File: config.mk
export PLATFORM = sky130hd
export DESIGN_NAME = id_stage_hs
export DESIGN_NICKNAME = d
export VERILOG_FILES = /design/src/rtl/id_stage_hs.sv
export SDC_FILE = /design/constraint.sdc
export NUM_CORES = 1
export LEC_CHECK = 0
export BUFFER_PORTS_ARGS = -buffer_cell sky130_fd_sc_hd__buf_2
export CORE_MARGIN = 2
export CORE_UTILIZATION = 45
export CTS_BUF_LIST = sky130_fd_sc_hd__clkbuf_4 sky130_fd_sc_hd__clkbuf_8 sky130_fd_sc_hd__clkbuf_16
export CTS_CLUSTER_SIZE = 8
export DETAILED_ROUTE_END_ITERATION = 7
export PLACE_DENSITY = 0.82
export REMOVE_ABC_BUFFERS = 1
export SYNTH_ARGS = -nofsm -noshare
export SYNTH_HDL_FRONTEND = slang
export SYNTH_SLANG_ARGS = --single-unit
File: constraint.sdc
create_clock -name clk -period 4.4 [get_ports clk]
set_input_delay 0.66 -clock clk [delete_from_list [all_inputs] [get_ports clk]]
set_output_delay 0.66 -clock clk [all_outputs]
set_load 0.005 [all_outputs]
File: src/rtl/id_stage_hs.sv
// id_stage_hs: one-instruction decode stage between IF and EX.
// It has a valid/ready handshake on both sides and stalls on a load-use hazard.
// After a taken jump it squashes the next BR_SHADOW accepted instructions.
// ALU, register-file and memory controls for EX are decoded from the held instruction.
module id_stage_hs #(
   parameter int WIDTH         = 16,
   parameter int DATA_WIDTH    = 16,
   parameter int RF_WIDTH      = 3,
   parameter int OFF_WIDTH     = 6,
   parameter int ALU_CON_WIDTH = 3,
   parameter int BR_SHADOW     = 1
) (
   input  logic                     clk,
   input  logic                     reset,
   input  logic                     in_valid,
   output logic                     in_ready,
   input  logic [WIDTH-1:0]         instr_in,
   output logic                     out_valid,
   input  logic                     out_ready,
   output logic [WIDTH-1:0]         instr_reg,
   input  logic [DATA_WIDTH-1:0]    operand_a,
   input  logic                     ex_ld_valid,
   input  logic [RF_WIDTH-1:0]      ex_ld_addr,
   output logic [ALU_CON_WIDTH-1:0] alu_con,
   output logic                     rf_write_en,
   output logic                     mem_write_en,
   output logic                     operand_sel,
   output logic                     ld_sel,
   output logic [RF_WIDTH-1:0]      op1,
   output logic [RF_WIDTH-1:0]      op2,
   output logic [RF_WIDTH-1:0]      rf_write_addr,
   output logic [OFF_WIDTH-1:0]     offset,
   output logic                     jump
);

   typedef enum logic [0:0] {
      RUN    = 1'b0,
      SQUASH = 1'b1
   } state_t;

   localparam logic [2:0] SHADOW_INIT = 3'(BR_SHADOW);

   state_t                     state_r;
   state_t                     state_nx_s;
   logic [2:0]                 sq_cnt_r;
   logic [2:0]                 sq_cnt_nx_s;
   logic                       v_r;
   logic                       kill_r;

   logic [3:0]                 opcode_s;
   logic                       uses_op2_s;
   logic [ALU_CON_WIDTH-1:0]   alu_dec_s;
   logic                       rfw_dec_s;
   logic                       memw_dec_s;
   logic                       imm_dec_s;
   logic                       ld_dec_s;
   logic                       jmp_dec_s;
   logic                       hazard_s;
   logic                       live_s;
   logic                       fire_s;
   logic                       accept_s;

   // Instruction fields and register addresses
   assign opcode_s      = instr_reg[WIDTH-1 -: 4];
   assign op1           = instr_reg[6 +: RF_WIDTH];
   assign op2           = (opcode_s == 4'd11) ? instr_reg[9 +: RF_WIDTH] : instr_reg[3 +: RF_WIDTH];
   assign rf_write_addr = instr_reg[9 +: RF_WIDTH];
   assign offset        = instr_reg[OFF_WIDTH-1:0];

   // Opcode decode into the raw control bundle; qualification happens below
   always_comb begin
      uses_op2_s = 1'b0;
      alu_dec_s  = '0;
      rfw_dec_s  = 1'b0;
      memw_dec_s = 1'b0;
      imm_dec_s  = 1'b0;
      ld_dec_s   = 1'b0;
      jmp_dec_s  = 1'b0;
      case (opcode_s)
         4'd1: begin
            uses_op2_s = 1'b1;
            rfw_dec_s  = 1'b1;
         end
         4'd2, 4'd3, 4'd4, 4'd5, 4'd6, 4'd7, 4'd8: begin
            uses_op2_s = 1'b1;
            rfw_dec_s  = 1'b1;
            alu_dec_s  = ALU_CON_WIDTH'(opcode_s - 4'd1);
         end
         4'd9: begin
            rfw_dec_s = 1'b1;
            imm_dec_s = 1'b1;
         end
         4'd10: begin
            rfw_dec_s = 1'b1;
            imm_dec_s = 1'b1;
            ld_dec_s  = 1'b1;
         end
         4'd11: begin
            uses_op2_s = 1'b1;
            memw_dec_s = 1'b1;
            imm_dec_s  = 1'b1;
         end
         4'd12: begin
            jmp_dec_s = (operand_a == {DATA_WIDTH{1'b0}});
         end
         4'd13: begin
            jmp_dec_s = 1'b1;
         end
         default: begin
            alu_dec_s = '0;
         end
      endcase
   end

   // Handshake: a killed instruction never stalls and never fires
   assign hazard_s  = v_r & ~kill_r & ex_ld_valid &
                      ((ex_ld_addr == op1) | ((ex_ld_addr == op2) & uses_op2_s));
   assign live_s    = v_r & ~kill_r & ~hazard_s;
   assign fire_s    = live_s & out_ready;
   assign in_ready  = ~v_r | kill_r | fire_s;
   assign accept_s  = in_valid & in_ready;
   assign out_valid = live_s;

   // Controls to EX; write enables only for a live instruction
   assign rf_write_en  = live_s & rfw_dec_s;
   assign mem_write_en = live_s & memw_dec_s;
   assign operand_sel  = v_r & imm_dec_s;
   assign ld_sel       = v_r & ld_dec_s;
   assign alu_con      = v_r ? alu_dec_s : {ALU_CON_WIDTH{1'b0}};
   assign jump         = fire_s & jmp_dec_s;

   // Holding register with its valid and squash flags
   always_ff @(posedge clk) begin
      if (!reset) begin
         instr_reg <= '0;
         v_r       <= 1'b0;
         kill_r    <= 1'b0;
      end else if (accept_s) begin
         instr_reg <= instr_in;
         v_r       <= 1'b1;
         kill_r    <= (state_r == SQUASH) | jump;
      end else if (kill_r | fire_s) begin
         v_r       <= 1'b0;
         kill_r    <= 1'b0;
      end
   end

   // Squash shadow: arm on a taken jump; each accept inside the shadow uses up one slot
   always_comb begin
      state_nx_s  = state_r;
      sq_cnt_nx_s = sq_cnt_r;
      case (state_r)
         RUN: begin
            if (jump) begin
               if (accept_s) begin
                  // The instruction accepted alongside the jump is the first shadow slot
                  sq_cnt_nx_s = SHADOW_INIT - 3'd1;
                  state_nx_s  = (SHADOW_INIT == 3'd1) ? RUN : SQUASH;
               end else begin
                  sq_cnt_nx_s = SHADOW_INIT;
                  state_nx_s  = SQUASH;
               end
            end else begin
               state_nx_s = RUN;
            end
         end
         SQUASH: begin
            if (accept_s) begin
               sq_cnt_nx_s = sq_cnt_r - 3'd1;
               if (sq_cnt_r == 3'd1) begin
                  state_nx_s = RUN;
               end else begin
                  state_nx_s = SQUASH;
               end
            end else begin
               state_nx_s = SQUASH;
            end
         end
         default: begin
            state_nx_s  = RUN;
            sq_cnt_nx_s = 3'd0;
         end
      endcase
   end

   // Squash state register
   always_ff @(posedge clk) begin
      if (!reset) begin
         state_r  <= RUN;
         sq_cnt_r <= 3'd0;
      end else begin
         state_r  <= state_nx_s;
         sq_cnt_r <= sq_cnt_nx_s;
      end
   end

endmodule

Word-level counts from Yosys, hierarchy flattened
Cells that the tools add are included.
{ "word_totals": {"ff_bits": 22, "inputBits": 40, "elab_cells": 74} }
{ "classes": {"addsub": 2, "eq_ne": 18, "muxes": 21, "n_bitwise": 21, "n_reduce_logical": 7} }
{ "op_table": {"columns": ["op", "count"], "rows": [
  ["$eq A4 B4 Y1 const B", 6],
  ["$eq A4 B3 Y1 const B", 4],
  ["$logic_not A16 Y1", 1],
  ["$mux W3", 5],
  ["$mux W1", 13],
  ["$and A1 B1 Y1", 12],
  ["$reduce_or A10 Y1", 1],
  ["$reduce_or A9 Y1", 1],
  ["$eq A4 B2 Y1 const B", 2],
  ["$reduce_or A7 Y1", 1],
  ["$eq A3 B3 Y1", 2],
  ["$pmux W3 S2", 1],
  ["$sub A3 B1 Y3 const B", 2],
  ["$or A1 B1 Y1", 5],
  ["$eq A4 B1 Y1 const B", 1],
  ["$not A1 Y1", 4],
  ["$pmux W1 S2", 2],
  ["$eq A3 B1 Y1 const B", 1],
  ["$reduce_or A3 Y1", 1],
  ["$ne A2 B1 Y1 const B", 1],
  ["$ne A2 B2 Y1 const B", 1],
  ["$reduce_and A2 Y1", 1],
  ["$reduce_bool A2 Y1", 1]
]} }

Depth between registers and ports, before layout
{ "depth": {"ltp_word": 14, "mapped_depth": 9, "depth_no_buf": 9} }

Worst setup path after synthesis
No wires, ideal clock.
{ "synth_timing": {"path_type": "register to output", "startpoint": "register instr_reg[12]", "endpoint": "output port rf_write_en", "arrival_ns": 1.872, "path_slack_ns": 1.868, "stages_incl_launch_ff": 8, "path_buffers": 0, "cell_sequence": "dfxtp_1 ha_1 nand3b_4 mux2i_2 xnor2_1 nor4_2 nor2_1 and3_1"} }
{ "synth_via": {"elab_chain_cells": 9} }
{ "synth_rtl": {"columns": ["item", "line", "text"], "rows": [
  ["start: declaration", "20", "output logic [WIDTH-1:0] instr_reg,"],
  ["start signal: assignment", "139", "instr_reg <= instr_in;"],
  ["$eq A4 B4 Y1 (tied with other cells)", "66, 79", null],
  ["$reduce_or A9 Y1 (no line) / $mux W3 (equally long branches)", null, null],
  ["$mux W1 / $eq A3 B3 Y1 (equally long branches)", "79, 117", null],
  ["$and A1 B1 Y1 (*)", "117", "((ex_ld_addr == op1) | ((ex_ld_addr == op2) & uses_op2_s));"],
  ["$or A1 B1 Y1 (*)", "117", null],
  ["$and A1 B1 Y1 (*)", "116", "assign hazard_s = v_r & ~kill_r & ex_ld_valid &"],
  ["$not A1 Y1 (*)", "118", "assign live_s = v_r & ~kill_r & ~hazard_s;"],
  ["$and A1 B1 Y1 (*)", "118", null],
  ["via out_valid", "18", "output logic out_valid,"],
  ["$and A1 B1 Y1 (*)", "125", "assign rf_write_en = live_s & rfw_dec_s;"],
  ["end: declaration", "25", "output logic rf_write_en,"]
]} }
Mark *: on every way through the listed nets, which the timed path passes. The rest lies on a longest branch.

Worst setup path after layout
{ "layout_timing": {"startpoint": "register instr_reg[12]", "endpoint": "output port rf_write_en"} }
{ "layout_via": {"elab_chain_cells": 9} }
{ "layout_rtl": {"columns": ["item", "line"], "rows": [
  ["$eq A4 B4 Y1 (tied with other cells)", "66, 79"],
  ["$reduce_or A9 Y1 (no line) / $mux W3 (equally long branches)", null],
  ["$mux W1 / $eq A3 B3 Y1 (equally long branches)", "79, 117"],
  ["$and A1 B1 Y1", "117"],
  ["$or A1 B1 Y1", "117"],
  ["$and A1 B1 Y1", "116"],
  ["$not A1 Y1", "118"],
  ["$and A1 B1 Y1", "118"],
  ["$and A1 B1 Y1 (*)", "125"]
]} }
Mark *: on every way between the ends. The rest lies on a longest branch, timed or not.

==> run_results.csv <==
group,metric,value,unit
clocking,cts_hold_buf,0,
route,via_count,1344,
grt,grt_usage,18.66,%
grt,grt_pass1_wl,5.099,mm
finish,antenna_cells,0,
clocking,clock_path_buffers,2,
floorplan,fp.coreArea,0.003028,mm2
synth,ys_warn_count,0,
synth,yosys_most_used_dff,"dfxtp_1",
route,wire_per_inst,11.80,um
synth,ys_seq_elements,22,
critical_path,path_buf_inv,1,
route,wl,3.197,mm
grt,grt-ovfl-total,0,
sta,setup_violations,0,
synth,netlist.area_leader.share,31.10,%
critical_path,cp-start-kind,"flip-flop",
clocking,clk_latency,0.30,ns
synth,synth_edf_count,0,
hold_path,hold_class,"flip-flop to flip-flop",
placed_design,port_buffers,80,
floorplan,ios,81,
floorplan,initial_utilization,46.78,%
critical_path,slowest_stage,"nor4_2",
synth,yosys-top-cells-area,"dfxtp_1 (31%), mux2i_1 (13%), buf_4 (6.4%)",
synth,synth_area_per_cell,8.908,um2
sta,maxSlewViolCount,0,
finish,largest_reg_flops,16,
finish,nFillCells,287,
run_status,status,"finished, final reports clean",
finish,area_growth_syn_to_layout,26.50,%
clocking,ctsRootBufferMaster,"clkbuf_4",
critical_path,cp_max_fo,6,
floorplan,row_count,20,
sta,setup_tns,0,ns
critical_path,crit_chain,"ha_1, nand3b_4, mux2i_2, xnor2_1, nor4_2, nor2_1, and3_1, buf_2",
placed_design,place_hpwl,2.547,mm
clocking,clk_pin_slew,0.12,ns
clocking,cts-resized-gates,0,
sta,fin_crit_sh,72.28,%
sta,worst_slack,1.220,ns
route,drcViolationCount,0,
floorplan,die_w,60.10,um
floorplan,dieArea,0.003612,mm2
critical_path,cp.required,3.74,ns
grt,grt_max_degree,26,
route,drt_first_iter_violations,16,
clocking,cts_sinks,22,
sta,max_slew_margin,57.55,%
synth,synth.cell_area,0.001416,mm2
route,ant_nets,0,
grt,grt_pass1_vias,1216,
power,peakVddDrop,0.2514,mV
clocking,htreeDepth,1,
sta,tightest_slew,0.6287,ns
critical_path,worstSetupEndpointType,"output pin",
route,viasPerCell,4.959,
sta,hold_violations,0,
synth,synthCells,159,
clocking,cts_buffers,3,
sta,min_period,3.180,ns
synth,yosys-top-cells-count,"dfxtp_1 (22), nor2_1 (20), mux2i_1 (18)",
critical_path,cpLargestDelayFamily,"simple AND/OR/NAND/NOR gates",
synth,synth_cell_type_count,44,
route,dr.pass1.iters,4,
sta,rsz0062_at_grt,"false",
synth,yosysMostFrequentCell,"dfxtp_1",
sta,final.setup_skew,0.005332,ns
clocking,cts_tree,"built",
critical_path,arrival,2.52,ns
run,maxCapViolations,0,
placed_design,pre_cts_ws,1.515,ns
finish,drive_above_1_share,40.09,%
power,p_per_area,260.1,mW/mm2
synth,async_flop_share,0,%
critical_path,worstSetupPathType,"flip-flop to output pin",
critical_path,critPathMaxStageDelay,0.49,ns
floorplan,dieHeight,60.10,um
clocking,cts_setup_buffers,0,
synth,synth_seq_area_share,31.10,%
sta,fmax,0.3144,GHz
placed_design,gp_congestion,0.7594,
power,total_leakage_power,0.9825,nW
grt,antenna_found_initial,0,
synth,synth_top_area_cell,"dfxtp_1",
finish,final_nets,274,
==> area by class of cell <==
| cell class | instances | area [um2] | area share (%) |
|---|---|---|---|
| Timing Repair Buffer | 81 | 407.9 | 22.77 |
| Inverter | 11 | 41.29 | 2.304 |
| Multi-Input combinational cell | 109 | 810.8 | 45.25 |
| Clock buffer | 4 | 36.28 | 2.025 |
| Sequential cell | 22 | 440.4 | 24.58 |
| Tap cell | 44 | 55.05 | 3.073 |
==> kinds of logic (layout without fill, tap and decap cells) <==
group	Yosys count	after routing	share of synthesized area, %
buffers and inverters	28	96	12.28
multiplexers	19	19	13.69
adder cells (fa/ha/maj)	6	6	5.300
XOR/XNOR	7	7	4.329
flip-flops	22	22	31.10
AO/OA/AOI/OAI	22	22	10.96
AND/OR/NAND/NOR	55	55	22.35
==> worst register-to-register path, stage by stage (launching register included) <==
cell      delay [ns]
dfxtp_1         0.43
ha_1            0.29
nand3b_4        0.14
mux2i_2         0.26
xnor2_1         0.16
nor4b_4         0.35
o31ai_4         0.10
buf_4           0.26
or3b_1          0.39
a31oi_1         0.16
==> per-stage QoR <==
step                area, um2  power (mW)  hold slack [ns]  instances  util [%]
floorplan                1284      0.3030           0.4789        142         -
global placement         1755      0.3597           0.4955        267     57.98
detailed placement       1755      0.3613           0.5039        267     57.98
CTS                      1792      0.4701           0.5212        271     59.17
global route             1792      0.4943           0.5471        271     59.17
finish                   1792      0.4660           0.5203        271     59.17
==> routing by layer <==
metal | share of wire (%) | global-route usage (%) | vias to the layer above
li1 | - | - | 681
met2 | 47 | 33.07 | 68
met3 | 9.4 | 4.545 | 6
met5 | 0 | 0 | -
met4 | 1.9 | 7.937 | 0
met1 | 42 | 21.00 | 589
==> where the power goes <==
group / internal (mW) / switching [mW]
registers: 0.211 / 0.0160
clock network: 0.0505 / 0.0589
logic: 0.0663 / 0.0628
==> layout by cell type, fill, tap and decap left out, types with 2 or more instances in the layout <==
cell type,instances
o21ai_0,6
ha_1,6
a31oi_1,2
nand2_1,8
nor3_1,6
mux2i_1,18
nor4_1,3
xor2_1,3
a21oi_1,2
nor2_1,20
buf_2,80
dfxtp_1,22
inv_1,10
xnor2_1,4
and3_1,3
clkbuf_4,3
nor2b_1,3
nand3_1,2
==> final timing paths <==
check                                                start                        to  slack, ns  cells past startpoint
worst max-delay path            instr_reg[12]$_SDFFE_PN0P_               rf_write_en       1.22                      8
worst min-delay path              sq_cnt_r[2]$_SDFFE_PN0P_  sq_cnt_r[2]$_SDFFE_PN0P_       0.52                      2
worst max register to register  instr_reg[12]$_SDFFE_PN0P_  sq_cnt_r[0]$_SDFFE_PN0P_       1.79                      9
worst min register to register    sq_cnt_r[2]$_SDFFE_PN0P_  sq_cnt_r[2]$_SDFFE_PN0P_       0.52                      2
Power figures use the tool's default switching activity.
